### src/rtl/if_stage_if.sv
// Fetch-stage bus bundle: instruction-memory read port, EX redirect and the
// valid/ready handoff to decode. The master side is the fetch stage itself.
interface if_stage_if;
    logic        imem_req;
    logic [31:0] imem_addr;
    logic [31:0] imem_rdata;
    logic        redirect;
    logic [31:0] redirect_pc;
    logic        id_valid;
    logic        id_ready;
    logic [31:0] id_instr;
    logic [31:0] id_pc;
    logic [31:0] id_pc4;

    modport master (
        output imem_req, imem_addr, id_valid, id_instr, id_pc, id_pc4,
        input  imem_rdata, redirect, redirect_pc, id_ready
    );

    modport slave (
        input  imem_req, imem_addr, id_valid, id_instr, id_pc, id_pc4,
        output imem_rdata, redirect, redirect_pc, id_ready
    );
endinterface

### src/rtl/if_stage.sv
// RV32I instruction fetch: owns the PC, issues reads to a 1-cycle synchronous
// imem and parks returned words in a 2-entry shift FIFO feeding decode.
// Requests are only issued when a slot is guaranteed for the response, so
// the FIFO can never overflow.
module if_stage #(
    parameter logic [31:0] RESET_PC = 32'h0000_0000
) (
    input  logic       clk,
    input  logic       rst,
    if_stage_if.master bus
);
    localparam logic [31:0] NOP = 32'h0000_0013;

    typedef struct packed {
        logic [31:0] pc;
        logic [31:0] instr;
    } entry_t;

    entry_t [1:0] fifo_q, fifo_n;
    logic   [1:0] count_q, count_n;
    logic         infl_q;
    logic  [31:0] infl_pc_q;
    logic  [31:0] fetch_pc_q;

    logic         head_vld;
    logic         pop;
    logic         issue;
    logic   [2:0] occ;

    assign head_vld = (count_q != 2'd0);
    assign pop      = head_vld && bus.id_ready;
    // Slots already claimed: buffered entries plus the response on its way.
    assign occ      = {1'b0, count_q} + {2'b00, infl_q};
    assign issue    = !rst && !bus.redirect && ((occ < 3'd2) || pop);

    assign bus.imem_req  = issue;
    assign bus.imem_addr = fetch_pc_q;

    // Head of FIFO drives decode; outputs forced to NOP/0 when empty.
    assign bus.id_valid = head_vld;
    assign bus.id_instr = head_vld ? fifo_q[0].instr : NOP;
    assign bus.id_pc    = head_vld ? fifo_q[0].pc : 32'h0;
    assign bus.id_pc4   = head_vld ? (fifo_q[0].pc + 32'd4) : 32'h0;

    // Next FIFO contents: pop shifts entry 1 down, then the response lands
    // behind whatever remains so order is preserved on push+pop.
    always_comb begin
        fifo_n  = fifo_q;
        count_n = count_q;
        if (pop) begin
            fifo_n[0] = fifo_q[1];
            count_n   = count_q - 2'd1;
        end
        if (infl_q) begin
            fifo_n[count_n[0]] = '{pc: infl_pc_q, instr: bus.imem_rdata};
            count_n            = count_n + 2'd1;
        end
    end

    // PC, in-flight tracking and FIFO state; redirect overrides everything.
    always_ff @(posedge clk or posedge rst) begin
        if (rst) begin
            fetch_pc_q <= RESET_PC;
            infl_q     <= 1'b0;
            infl_pc_q  <= 32'h0;
            count_q    <= 2'd0;
            fifo_q     <= '0;
        end else if (bus.redirect) begin
            fetch_pc_q <= {bus.redirect_pc[31:2], 2'b00};
            infl_q     <= 1'b0;
            count_q    <= 2'd0;
        end else begin
            if (issue) begin
                fetch_pc_q <= fetch_pc_q + 32'd4;
                infl_pc_q  <= fetch_pc_q;
            end
            infl_q  <= issue;
            count_q <= count_n;
            fifo_q  <= fifo_n;
        end
    end
endmodule

### src/flat_wrapper.sv
// flat-port wrapper written by rule: the top's interface ports become plain ports
module if_stage_flat 
#(
    parameter logic [31:0] RESET_PC = 32'h0000_0000
)
  (clk, rst, bus_imem_req, bus_imem_addr, bus_id_valid, bus_id_instr, bus_id_pc, bus_id_pc4, bus_imem_rdata, bus_redirect, bus_redirect_pc, bus_id_ready);
  if_stage_if bus_i ();
  input  logic clk;
  input  logic rst;
  output wire logic [$bits(bus_i.imem_req)-1:0] bus_imem_req;
  output wire logic [$bits(bus_i.imem_addr)-1:0] bus_imem_addr;
  output wire logic [$bits(bus_i.id_valid)-1:0] bus_id_valid;
  output wire logic [$bits(bus_i.id_instr)-1:0] bus_id_instr;
  output wire logic [$bits(bus_i.id_pc)-1:0] bus_id_pc;
  output wire logic [$bits(bus_i.id_pc4)-1:0] bus_id_pc4;
  input wire logic [$bits(bus_i.imem_rdata)-1:0] bus_imem_rdata;
  input wire logic [$bits(bus_i.redirect)-1:0] bus_redirect;
  input wire logic [$bits(bus_i.redirect_pc)-1:0] bus_redirect_pc;
  input wire logic [$bits(bus_i.id_ready)-1:0] bus_id_ready;
  assign bus_imem_req = bus_i.imem_req;
  assign bus_imem_addr = bus_i.imem_addr;
  assign bus_id_valid = bus_i.id_valid;
  assign bus_id_instr = bus_i.id_instr;
  assign bus_id_pc = bus_i.id_pc;
  assign bus_id_pc4 = bus_i.id_pc4;
  assign bus_i.imem_rdata = bus_imem_rdata;
  assign bus_i.redirect = bus_redirect;
  assign bus_i.redirect_pc = bus_redirect_pc;
  assign bus_i.id_ready = bus_id_ready;
  if_stage #(.RESET_PC(RESET_PC)) u_core (.clk(clk), .rst(rst), .bus(bus_i));
endmodule
### config.mk
export PLATFORM = sky130hd
export DESIGN_NAME = if_stage_flat
export DESIGN_NICKNAME = d
export VERILOG_FILES = /design/src/rtl/if_stage_if.sv /design/src/rtl/if_stage.sv /design/src/flat_wrapper.sv
export SDC_FILE = /design/constraint.sdc
export NUM_CORES = 1
export LEC_CHECK = 0
export CAP_MARGIN = 30
export CORE_UTILIZATION = 35
export CTS_BUF_LIST = sky130_fd_sc_hd__clkbuf_16
export DETAILED_ROUTE_END_ITERATION = 6
export PLACE_DENSITY_LB_ADDON = 0.15
export SYNTH_ARGS = -nofsm -noshare
export SYNTH_HDL_FRONTEND = slang
export SYNTH_SLANG_ARGS = --single-unit
### constraint.sdc
create_clock -name clk -period 13.2 [get_ports clk]
set_input_delay 3.3 -clock clk [delete_from_list [all_inputs] [get_ports clk]]
set_output_delay 3.3 -clock clk [all_outputs]
set_load 0.02 [all_outputs]
; After elaboration in Yosys (flattened, before gate mapping)
; Cells that the tools add are included.
[op_classes]
n_bitwise = 1
order_cmp = 3
mux = 14
n_addsub = 5
reduce_logical = 11
[op_table]
columns = cell, count
row1 = 64-bit two-way mux, 3
row2 = 32-bit two-way mux, 5
row3 = 128-bit bitwise mux, 1
row4 = 32-bit by 3-bit adder with 32-bit output (second input constant), 2
row5 = 64-bit demux with 1-bit select, 1
row6 = 2-bit two-way mux, 3
row7 = 1-bit logical AND, 4
row8 = 2-bit AND reduction, 2
row9 = 2-bit nonzero test, 2
row10 = 2-bit by 1-bit adder with 3-bit output, 1
row11 = 3-bit by 2-bit less-than comparator with 1-bit output (second input constant), 1
row12 = 2-bit by 1-bit adder with 2-bit output (second input constant), 1
row13 = 1-bit zero test, 2
row14 = 1-bit by 2-bit less-than comparator with 1-bit output (second input constant), 1
row15 = 2-bit by 1-bit subtractor with 2-bit output (second input constant), 1
row16 = 1-bit greater-or-equal comparator (second input constant), 1
row17 = 1-bit logical OR, 1
row18 = 1-bit two-way mux, 1
row19 = 1-bit inverter, 1
[totals]
out_inout_bits = 130
in_bits = 68
register_bits = 195
word_cells = 42

; Depth between registers and ports, before layout
; Gate-level depths: netlist of the first run.
[depth]
word_depth = 9
depth_mapped = 11
mapped_depth_nobuf = 7

; Worst setup path before layout of the first run
; No wires, ideal clock.
[synth_path]
path_type = in2out
from = in bus_redirect
to = out bus_imem_req
arrival_time_ns = 4.462
t_required_ns = 9.900
slack_ns = 5.438
path_stages = 5
n_path_buf = 4
cell_sequence = clkbuf_1 clkbuf_1 clkbuf_1 clkbuf_1 nor2_1
[synth_via]
elab_chain_len = 3
[synth_rtl]
columns = item, line_no
row1 = start: declaration, flat_wrapper.sv:17  ; input wire logic [$bits(bus_i.redirect)-1:0] bus_redirect;
row2 = 1-bit zero test, if_stage.sv:34  ; assign issue = !rst && !bus.redirect && ((occ < 3'd2) || pop);
row3 = 1-bit logical AND (2 in series), if_stage.sv:34
row4 = end: declaration, flat_wrapper.sv:10  ; output wire logic [$bits(bus_i.imem_req)-1:0] bus_imem_req;
; Every way passes these cells.

; Final worst setup path of the first run
[layout_path]
from = in bus_id_ready
to = out bus_imem_req
[layout_via]
elab_chain_len = 3
[layout_rtl]
columns = item, line_no
row1 = start: declaration, flat_wrapper.sv:19  ; input wire logic [$bits(bus_i.id_ready)-1:0] bus_id_ready;
row2 = 1-bit logical AND, if_stage.sv:31  ; assign pop = head_vld && bus.id_ready;
row3 = 1-bit logical OR, if_stage.sv:34
row4 = 1-bit logical AND, if_stage.sv:34
; Every way passes these cells.

==> run metrics, run 1 <==
status=complete, no violations; Die X=168.8 microns; flop2flop setup slack=9.62 ns; DR pass1 iterations=6; Vias/cell=5.028; top-count cell post-synth=dfrtp_1; CP max FO=70; H-tree lvl count=4; Lkg Pwr=4.975 nW; DR vias=7,683; slowest cell on the critical path=buf_4; crit path launch type=input pin; Tcrit/Tclk final=0.6622; Fin Setup TNS=0 ns; top_reg_cell synth=dfrtp_1; cts bufs inserted=17; Core Util, Final=0.4632; Max-Cap Viols=0; routability cong.=0.7614; DRC=0; CP arrival=5.44 ns; Critical path destination=bus_imem_req; Slew Viols, Final=0; # diodes=0; # setup viols final=0; final hold violations=0; crit-path leading delay family=buffers and inverters; initial antenna violation count=0; critical path class=in -> out; floorplan core area=27,100 sq um; pwr/cell area=216.1 nW/um^2; PortBufs=193; Syn Area/Cell=9.713 sq um; largest net degree at the start of global routing=113; cell taking the most area after synthesis=dfrtp_1; CP most frequent cell=clkdlybuf4s50_1; Remaining Overflow, GRT=0; Tightest Pin Transition=0.9369 ns; Seq/Total Area, Yosys=0.4855; CTS Root Cell=clkbuf_16; TritonCTS clock tree=yes; number of synthesized flops with an enable pin=0; row count=60; Synth area leaders=dfrtp_1, mux2_2, o22a_1; ANT nets after route=0; Critical Path Max Stage Delay=0.71 ns; DP HPWL=16,400 microns; max_slew headroom=0.3754; Reg2Reg Launch Point=u_core.count_q[0]; clock tree buffer depth=2; HP Class=reg -> reg; GR Util All Layers=0.1923; FF+latch count, synth=189; RSZ-0062 raised after global routing=false; CP Cell Sequence=clkdlybuf4s50_1 > nand2b_2 > buf_4 > a21o_1 > nor2_1 > clkdlybuf4s50_1; Yosys top cell area share=0.4855; Achievable Freq=114.4 MHz; hold buffer count at cts=0; post-synthesis cell count=1,003; asr flop ratio synth=1.000; Post-CTS Setup Inserts=0; Reg clk slew, reported paths=0.07 ns; CP Depth=6; ratio of cells with drive above 1 in the final layout=0.1090; die area=28,510 sq um; shortest period the worst path allows=8.741 ns; CP Launch Point=bus_id_ready; WL per Instance=17.43 microns; Fillers=2,584; synth cell count leaders=dfrtp_1, nand2_1, inv_1; worst clock skew=0.01190 ns; Area Growth Syn to Fin=28.85%; first-pass GRT wire length=42,990 microns; RR Endpoint=u_core.fifo_q[38]; Synth warnings=0; effective utilization at floorplan=0.3595; 1st-iter DRT viols=507; WL final=26,630 microns; vias in the first global route=7,644; Critical path buffers and inverters=3; Final nets=1,215; worst reg2reg path depth=9; Max VDD drop=0.1004 mV; crit path capture type=output pin; die height=168.8 microns; PostCTS Resize Cnt=0; worst skew pair latency=0.43 ns; Yosys cell types=42; Worst Path Required=9.90 ns; Syn Std Cell Area=9742 sq um; boundary pin count=198; total clock sinks=189
-- flip-flops by register name, indices dropped and copies added, names as in the netlist --
name	cells
u_core.bus.imem_addr	30
u_core.count_q	2
u_core.fifo_q	126
u_core.infl_pc_q	30
u_core.infl_q	1
-- metal layers --
metal / track usage / part of all wire / up-vias
li1: - / - / 3781
met1: 0.2872 / 0.51 / 3723
met2: 0.2912 / 0.44 / 163
met3: 0.03063 / 0.043 / 16
met4: 0.04150 / 0.0078 / 0
met5: 0 / 0 / -
-- power breakdown --
| part | internal, W | leakage, nW | switching, W |
|---|---|---|---|
| Clock | 0.000298 | 0.279 | 0.000230 |
| Sequential | 0.000810 | 2.29 | 0.000182 |
| Combinational | 0.000584 | 2.41 | 0.000609 |
-- worst reg2reg max path, stage by stage, from the launching register on --
cell and delay, ns:
dfrtp_2 0.40, inv_1 0.15, ha_4 0.31, nand2b_2 0.16
buf_4 0.71, xnor2_1 0.29, and2_2 0.39, buf_4 0.60
a21oi_1 0.23, o22a_1 0.21
-- worst min-delay path by stage --
stage | startpoint | endpoint | slack [ns] | cells past startpoint
CTS | u_core.fifo_q[33] | u_core.fifo_q[33] | 0.50 | 1
global route | u_core.fifo_q[16] | u_core.fifo_q[16] | 0.52 | 1
detailed placement | u_core.fifo_q[32] | u_core.fifo_q[32] | 0.48 | 1
floorplan | u_core.fifo_q[32] | u_core.fifo_q[32] | 0.46 | 1
finish | u_core.fifo_q[32] | u_core.fifo_q[32] | 0.50 | 1
global placement | u_core.fifo_q[33] | u_core.fifo_q[33] | 0.48 | 1
-- placed cells by master, fill, tap and decap left out, drive strengths merged --
master	instances
clkinv	3
nand3b	1
nor3b	2
nor2b	62
a21oi	68
a211oi	64
o21ba	1
mux2	64
nand2b	1
o22a	62
clkinvlp	5
and3	5
and4	10
nand4	18
mux2i	3
ha	3
clkbuf	17
clkdlybuf4s50	192
a221o	1
dfrtp	189
nand3	21
and2	5
or2	5
or3	4
bufinv	3
nand2	77
o21ai	59
xnor2	28
a21o	3
conb	2
or4	4
a22oi	2
buf	14
inv	76
xor2	21
nor3	10
nor2	38
nor4	13
-- metrics by stage --
step	cells	area [sq um]	total power (W)	hold WS, ns	setup slack [ns]
floorplan	1004	9746	0.001728	0.4557	4.758
global placement	1495	11920	0.002183	0.4763	4.438
detailed placement	1497	11960	0.002210	0.4808	4.460
CTS	1528	12550	0.002742	0.4981	4.447
global route	1528	12550	0.002898	0.5161	4.338
finish	1528	12550	0.002713	0.4970	4.459
-- logic make-up after synthesis --
group | after synthesis | synth area share
multiplexers | 67 | 0.07706
other | 1 | 0.0003849
AND/OR/NAND/NOR | 276 | 0.1489
AO/OA/AOI/OAI | 260 | 0.1762
adder cells (fa/ha/maj) | 3 | 0.003853
buffers and inverters | 158 | 0.06409
flip-flops | 189 | 0.4855
XOR/XNOR | 49 | 0.04405
-- final cells by class --
cell class / count / area (sq um) / share of cell area
Sequential cell: 189 / 4732 / 0.3770
Multi-Input combinational cell: 657 / 4432 / 0.3531
Clock buffer: 17 / 425.4 / 0.03389
Inverter: 73 / 281.5 / 0.02243
Tap cell: 372 / 465.4 / 0.03708
Timing Repair Buffer: 206 / 2044 / 0.1629
Clock inverter: 14 / 171.4 / 0.01366
(Power assumes the default switching activity.)
==> inputs of run 2 (changes only) <==
==> constraint.sdc (replaced) <==
create_clock -name clk -period 8.13 [get_ports clk]
set_input_delay 2.0325 -clock clk [delete_from_list [all_inputs] [get_ports clk]]
set_output_delay 2.0325 -clock clk [all_outputs]
set_load 0.02 [all_outputs]
==> run metrics, run 2 (synthesized netlist as in run 1, its figures left out) <==
CP max FO=5 (-93%); PostCTS Resize Cnt=0 (unchanged); ANT nets after route=0 (unchanged); max_slew headroom=0.3354 (-0.04006); Total Power=0.004387 W (+62%); pwr/cell area=350.8 nW/um^2 (+62%); # diodes=0 (unchanged); CP Cell Sequence=clkdlybuf4s50_1 > a21o_1 > nor2_1 > clkdlybuf4s50_1; Max-Cap Viols=0 (unchanged); Post-CTS Setup Inserts=0 (unchanged); fin area=12,510 sq um (-0.36%); Worst Path Required=6.10 ns (-3.80 ns); Lkg Pwr=4.954 nW (-0.41%); effective utilization at floorplan=0.3595 (unchanged); Fillers=2,571 (-0.50%); ratio of cells with drive above 1 in the final layout=0.1075 (-0.001544); DR pass1 iterations=4 (-2); Achievable Freq=176.0 MHz; flop2flop setup slack=4.30 ns (-5.32 ns); number of flip-flops under the largest register name=126 (unchanged); critical path class=in -> out; Biggest register=u_core.fifo_q; Tcrit/Tclk final=0.6989; commonest cells after routing, fill and taps aside=clkdlybuf4s50_1, dfrtp_1, nand2_1; Vias/cell=5.081 (+1.1%); Remaining Overflow, GRT=0 (unchanged); Reg clk slew, reported paths=0.07 ns (about the same); Area Growth Syn to Fin=28.38%; worst clock skew=0.01409 ns (+0.002185 ns); HP Class=reg -> reg; cts bufs inserted=17 (unchanged); DR vias=7,754 (+0.92%); DP HPWL=16,290 microns (-0.69%); slowest cell on the critical path=clkdlybuf4s50_1; CP Launch Point=rst; internal power=0.002720 W (+61%); Tightest Pin Transition=0.9910 ns (+0.05412 ns); hold buffer count at cts=0 (unchanged); clock tree buffer depth=2 (unchanged); Clock Power Share=0.192 (-0.003); # setup viols final=0 (unchanged); WL per Instance=17.21 microns (-1.3%); 1st-iter DRT viols=434 (-14%); crit path launch type=input pin; placed cell areas=11,920 sq um (-0.27%); Switching Fraction=0.3800 (+0.003587); routability cong.=0.7820 (+2.7%); Reg2Reg Launch Point=u_core.count_q[0]; DRC=0 (unchanged); floorplan core area=27,100 sq um (unchanged); first-pass GRT wire length=42,800 microns (-0.45%); Final nets=1,213 (-0.16%); worst reg2reg path depth=9 (unchanged); CTS Root Cell=clkbuf_16; RSZ-0062 raised after global routing=false; row count=60 (unchanged); Comb pwr share=0.441 (about the same); PortBufs=193 (unchanged); boundary pin count=198 (unchanged); Slew Viols, Final=0 (unchanged); status=complete, no violations; die height=168.8 microns (unchanged); Net Switching=0.001667 W (+63%); CP arrival=3.65 ns (-1.79 ns); Critical Path Max Stage Delay=0.62 ns (-0.09 ns); TritonCTS clock tree=yes; worst skew pair latency=0.43 ns (about the same); most common cell after layout, fill and taps aside=clkdlybuf4s50_1; sequential power share=0.367 (about the same); GR Util All Layers=0.1911 (-0.001205); H-tree lvl count=4 (unchanged); CP most frequent cell=clkdlybuf4s50_1; RR Endpoint=u_core.fifo_q[9]; shortest period the worst path allows=5.682 ns; Critical path destination=bus_imem_req; WL final=26,260 microns (-1.4%); final hold violations=0 (unchanged); initial antenna violation count=0 (unchanged); Max VDD drop=0.1388 mV (+38%); Fin Setup TNS=0 ns (unchanged); total clock sinks=189 (unchanged); crit path capture type=output pin; largest net degree at the start of global routing=126 (+12%); Die X=168.8 microns (unchanged); die area=28,510 sq um (unchanged); vias in the first global route=7,675 (+0.41%)
==> run 2: cell type report <==
| class | count | area, sq um | share of cell area |
|---|---|---|---|
| clock buffers | 17 | 425.4 | 0.03401 |
| clock inverters | 14 | 158.9 | 0.01271 |
| inverters | 73 | 281.5 | 0.02251 |
| multi-input cells | 657 | 4432 | 0.3543 |
| flip-flops and latches | 189 | 4732 | 0.3784 |
| well taps | 372 | 465.4 | 0.03721 |
| repair buffers | 204 | 2012 | 0.1609 |
==> run 2: critical path: cells and delay by family <==
family | cells | cell delay (ns)
simple gates | 1 | 0.11
buf+inv | 2 | 1.19
compound gates | 1 | 0.31
==> run 2: power groups by stage <==
stage | combinational [W] | clock (W) | sequential (W)
floorplan | 0.00126 | 0 | 0.00154
global placement | 0.00193 | 0 | 0.00161
detailed placement | 0.00196 | 0 | 0.00163
CTS | 0.00196 | 0.000864 | 0.00161
global route | 0.00212 | 0.000897 | 0.00167
finish | 0.00193 | 0.000843 | 0.00161
==> run 2: worst min-delay path by stage <==
| stage | slack [ns] | end | start | cells after the start |
|---|---|---|---|---|
| finish | 0.49 | u_core.fifo_q[32] | u_core.fifo_q[32] | 1 |
| global route | 0.51 | u_core.fifo_q[99] | u_core.infl_pc_q[3] | 1 |
| global placement | 0.48 | u_core.fifo_q[33] | u_core.fifo_q[33] | 1 |
| CTS | 0.50 | u_core.fifo_q[33] | u_core.fifo_q[33] | 1 |
| detailed placement | 0.48 | u_core.fifo_q[32] | u_core.fifo_q[32] | 1 |
| floorplan | 0.46 | u_core.fifo_q[32] | u_core.fifo_q[32] | 1 |
==> run 2: metrics by stage <==
step / util / setup slack [ns] / hold WS, ns / cells
finish: 0.4615 / 2.448 / 0.4931 / 1526
global route: 0.4615 / 2.405 / 0.5085 / 1526
CTS: 0.4615 / 2.472 / 0.4973 / 1526
detailed placement: 0.4399 / 2.489 / 0.4816 / 1495
global placement: 0.4399 / 2.496 / 0.4786 / 1495
floorplan: - / 0.9554 / 0.4557 / 1004
==> run 2: per-layer routing <==
layer  routed length [microns]  global-route usage  vias up
met2                     11610              0.2941      174
met5                         0                   0        -
met4                       220             0.04625        0
li1                          -                   -     3780
met3                      1169             0.03414       15
met1                     13250              0.2773     3785
==> inputs of run 3 (changes only) <==
==> constraint.sdc (replaced) <==
create_clock -name clk -period 5.15 [get_ports clk]
set_input_delay 1.2875 -clock clk [delete_from_list [all_inputs] [get_ports clk]]
set_output_delay 1.2875 -clock clk [all_outputs]
set_load 0.02 [all_outputs]
==> run metrics, run 3 (synthesized netlist as in run 1, its figures left out) <==
status=complete, no violations; Switching Fraction=0.3691 (-0.01099); internal power=0.004458 W (+64%); floorplan core area=27,100 sq um (unchanged); Fin Setup TNS=0 ns (unchanged); Remaining Overflow, GRT=0 (unchanged); WL per Instance=17.24 microns (+0.19%); Lkg Pwr=5.031 nW (+1.5%); PostCTS Resize Cnt=0 (unchanged); CP Cell Sequence=ha_1 > and4_1 > nand3_1 > nor4_1 > xnor2_1 > nor2_1 > clkdlybuf4s50_1; cts bufs inserted=17 (unchanged); sequential power share=0.360 (-0.007); footprint of the multi-input gates=4432 sq um (unchanged); crit path capture type=output pin; DR pass1 iterations=4 (unchanged); Tcrit/Tclk final=0.8596; worst hold path endpoint=u_core.fifo_q[33]; Worst Path Required=3.86 ns (-2.24 ns); DP HPWL=16,640 microns (+2.2%); final hold violations=0 (unchanged); crit path launch type=flop; CTS Root Cell=clkbuf_16; RR Endpoint=u_core.fifo_q[1]; die area=28,510 sq um (unchanged); Die X=168.8 microns (unchanged); initial antenna violation count=0 (unchanged); worst skew pair latency=0.42 ns (about the same); fin area=12,670 sq um (+1.3%); max_slew headroom=0.3693 (+0.03391); CP arrival=3.14 ns (-0.51 ns); Vias/cell=5.031 (-0.98%); slowest cell on the critical path=clkdlybuf4s50_1; Slew Viols, Final=0 (unchanged); DR vias=7,708 (-0.59%); pwr/cell area=557.8 nW/um^2 (+59%); routability cong.=0.7725 (-1.2%); placed cell areas=12,020 sq um (+0.85%); shortest period the worst path allows=4.427 ns; 1st-iter DRT viols=384 (-12%); DRC=0 (unchanged); Post-CTS Setup Inserts=0 (unchanged); HP Class=reg -> reg; flop2flop setup slack=1.63 ns (-2.67 ns); Reg2Reg Launch Point=u_core.count_q[0]; Fillers=2,562 (-0.35%); Final nets=1,219 (+0.49%); Layout Cells excl Fill=1,532 (+0.39%); register area=4732 sq um (unchanged); GR Util All Layers=0.1906 (-0.0004906); effective utilization at floorplan=0.3595 (unchanged); Achievable Freq=225.9 MHz; CP max FO=11 (+6); first-pass GRT wire length=42,750 microns (-0.13%); H-tree lvl count=4 (unchanged); Biggest register=u_core.fifo_q; hold depth=1 (unchanged); Tightest Pin Transition=0.9440 ns (-0.04700 ns); ANT nets after route=0 (unchanged); commonest cells after routing, fill and taps aside=clkdlybuf4s50_1, dfrtp_1, nand2_1; Max-Cap Viols=0 (unchanged); Area Growth Syn to Fin=30.03%; final setup margin=0.7229 ns (-1.725 ns); Clock Power Share=0.205 (+0.013); HP Start=u_core.fifo_q[33]; row count=60 (unchanged); ratio of cells with drive above 1 in the final layout=0.1121 (+0.004617); total clock sinks=189 (unchanged); largest net degree at the start of global routing=98 (-22%); Reg clk slew, reported paths=0.07 ns (about the same); TritonCTS clock tree=yes; PortBufs=193 (unchanged); boundary pin count=198 (unchanged); WL final=26,410 microns (+0.59%); # setup viols final=0 (unchanged); worst clock skew=0.008877 ns (-0.005211 ns); worst reg2reg path depth=9 (unchanged); critical path class=reg -> out; clock tree buffer depth=2 (unchanged); die height=168.8 microns (unchanged); Comb pwr share=0.435 (-0.006); vias in the first global route=7,681 (+0.078%); # diodes=0 (unchanged); RSZ-0062 raised after global routing=false; Critical Path Max Stage Delay=0.60 ns (-0.02 ns); most common cell after layout, fill and taps aside=clkdlybuf4s50_1; number of flip-flops under the largest register name=126 (unchanged); pre-CTS WS=1.065 ns (-1.424 ns); Max VDD drop=0.2029 mV (+46%); Inst Count DP=1,501 (+0.40%); hold buffer count at cts=0 (unchanged); Net Switching=0.002607 W (+56%)
[run 3: cell types whose count changed in the layout (fill, tap and decap cells not counted), sizes merged]
| cell | before | now |
|---|---|---|
| buf | 12 | 18 |
| inv | 79 | 75 |
| bufinv | 2 | 5 |
| clkinv | 3 | 4 |
[run 3: how the worst max path moves through the flow]
stage | start | end | slack (ns) | depth (start not counted)
after global placement | bus_id_ready | bus_imem_req | 1.03 | 5
after detailed placement | bus_id_ready | bus_imem_req | 1.06 | 5
after global routing | u_core.fifo_q[34] | bus_id_pc4[30] | 0.48 | 7
after floorplan | bus_redirect | bus_imem_req | 1.41 | 5
final | u_core.fifo_q[34] | bus_id_pc4[30] | 0.72 | 7
after CTS | u_core.fifo_q[34] | bus_id_pc4[30] | 0.67 | 7
[run 3: per-layer routing]
layer | global-route usage | vias to the layer above | part of all wire | wire length, microns
met5 | 0 | - | 0 | 0
met3 | 0.02969 | 21 | 0.033 | 868
met2 | 0.2788 | 164 | 0.43 | 11270
met4 | 0.04862 | 0 | 0.012 | 308
li1 | - | 3801 | - | -
met1 | 0.2906 | 3722 | 0.53 | 13970
[run 3: worst max-delay path: cells and delay by family (launching register included)]
kind / cells / cell delay, ns
adders and majority gates: 1 / 0.25
xor gates and xnor gates: 1 / 0.11
and+or+nand+nor: 4 / 1.23
buffers and inverters: 1 / 0.60
DFF: 1 / 0.51
[run 3: power by group through the flow]
stage | Clock, W | Combinational, W | Sequential [W]
CTS | 0.00149 | 0.00312 | 0.00254
floorplan | 0 | 0.00200 | 0.00243
finish | 0.00145 | 0.00307 | 0.00254
detailed placement | 0 | 0.00311 | 0.00257
global placement | 0 | 0.00309 | 0.00254
global route | 0.00154 | 0.00335 | 0.00264
[run 3: cell type report]
cell class              instances  share of cell area
clock buffers                  17             0.03358
inverters                      73             0.02193
flip-flops and latches        189              0.3736
repair buffers                210              0.1671
well taps                     372             0.03674
clock inverters                14             0.01719
multi-input cells             657              0.3499
[run 3: stage by stage]
step / total power [W] / hold WS (ns) / util
4_1_cts: 0.007147 / 0.4997 / 0.4674
3_3_place_gp: 0.005627 / 0.4776 / 0.4435
3_5_place_dp: 0.005683 / 0.4822 / 0.4437
2_1_floorplan: 0.004429 / 0.4557 / -
5_1_grt: 0.007537 / 0.5127 / 0.4674
6_report: 0.007065 / 0.4897 / 0.4674
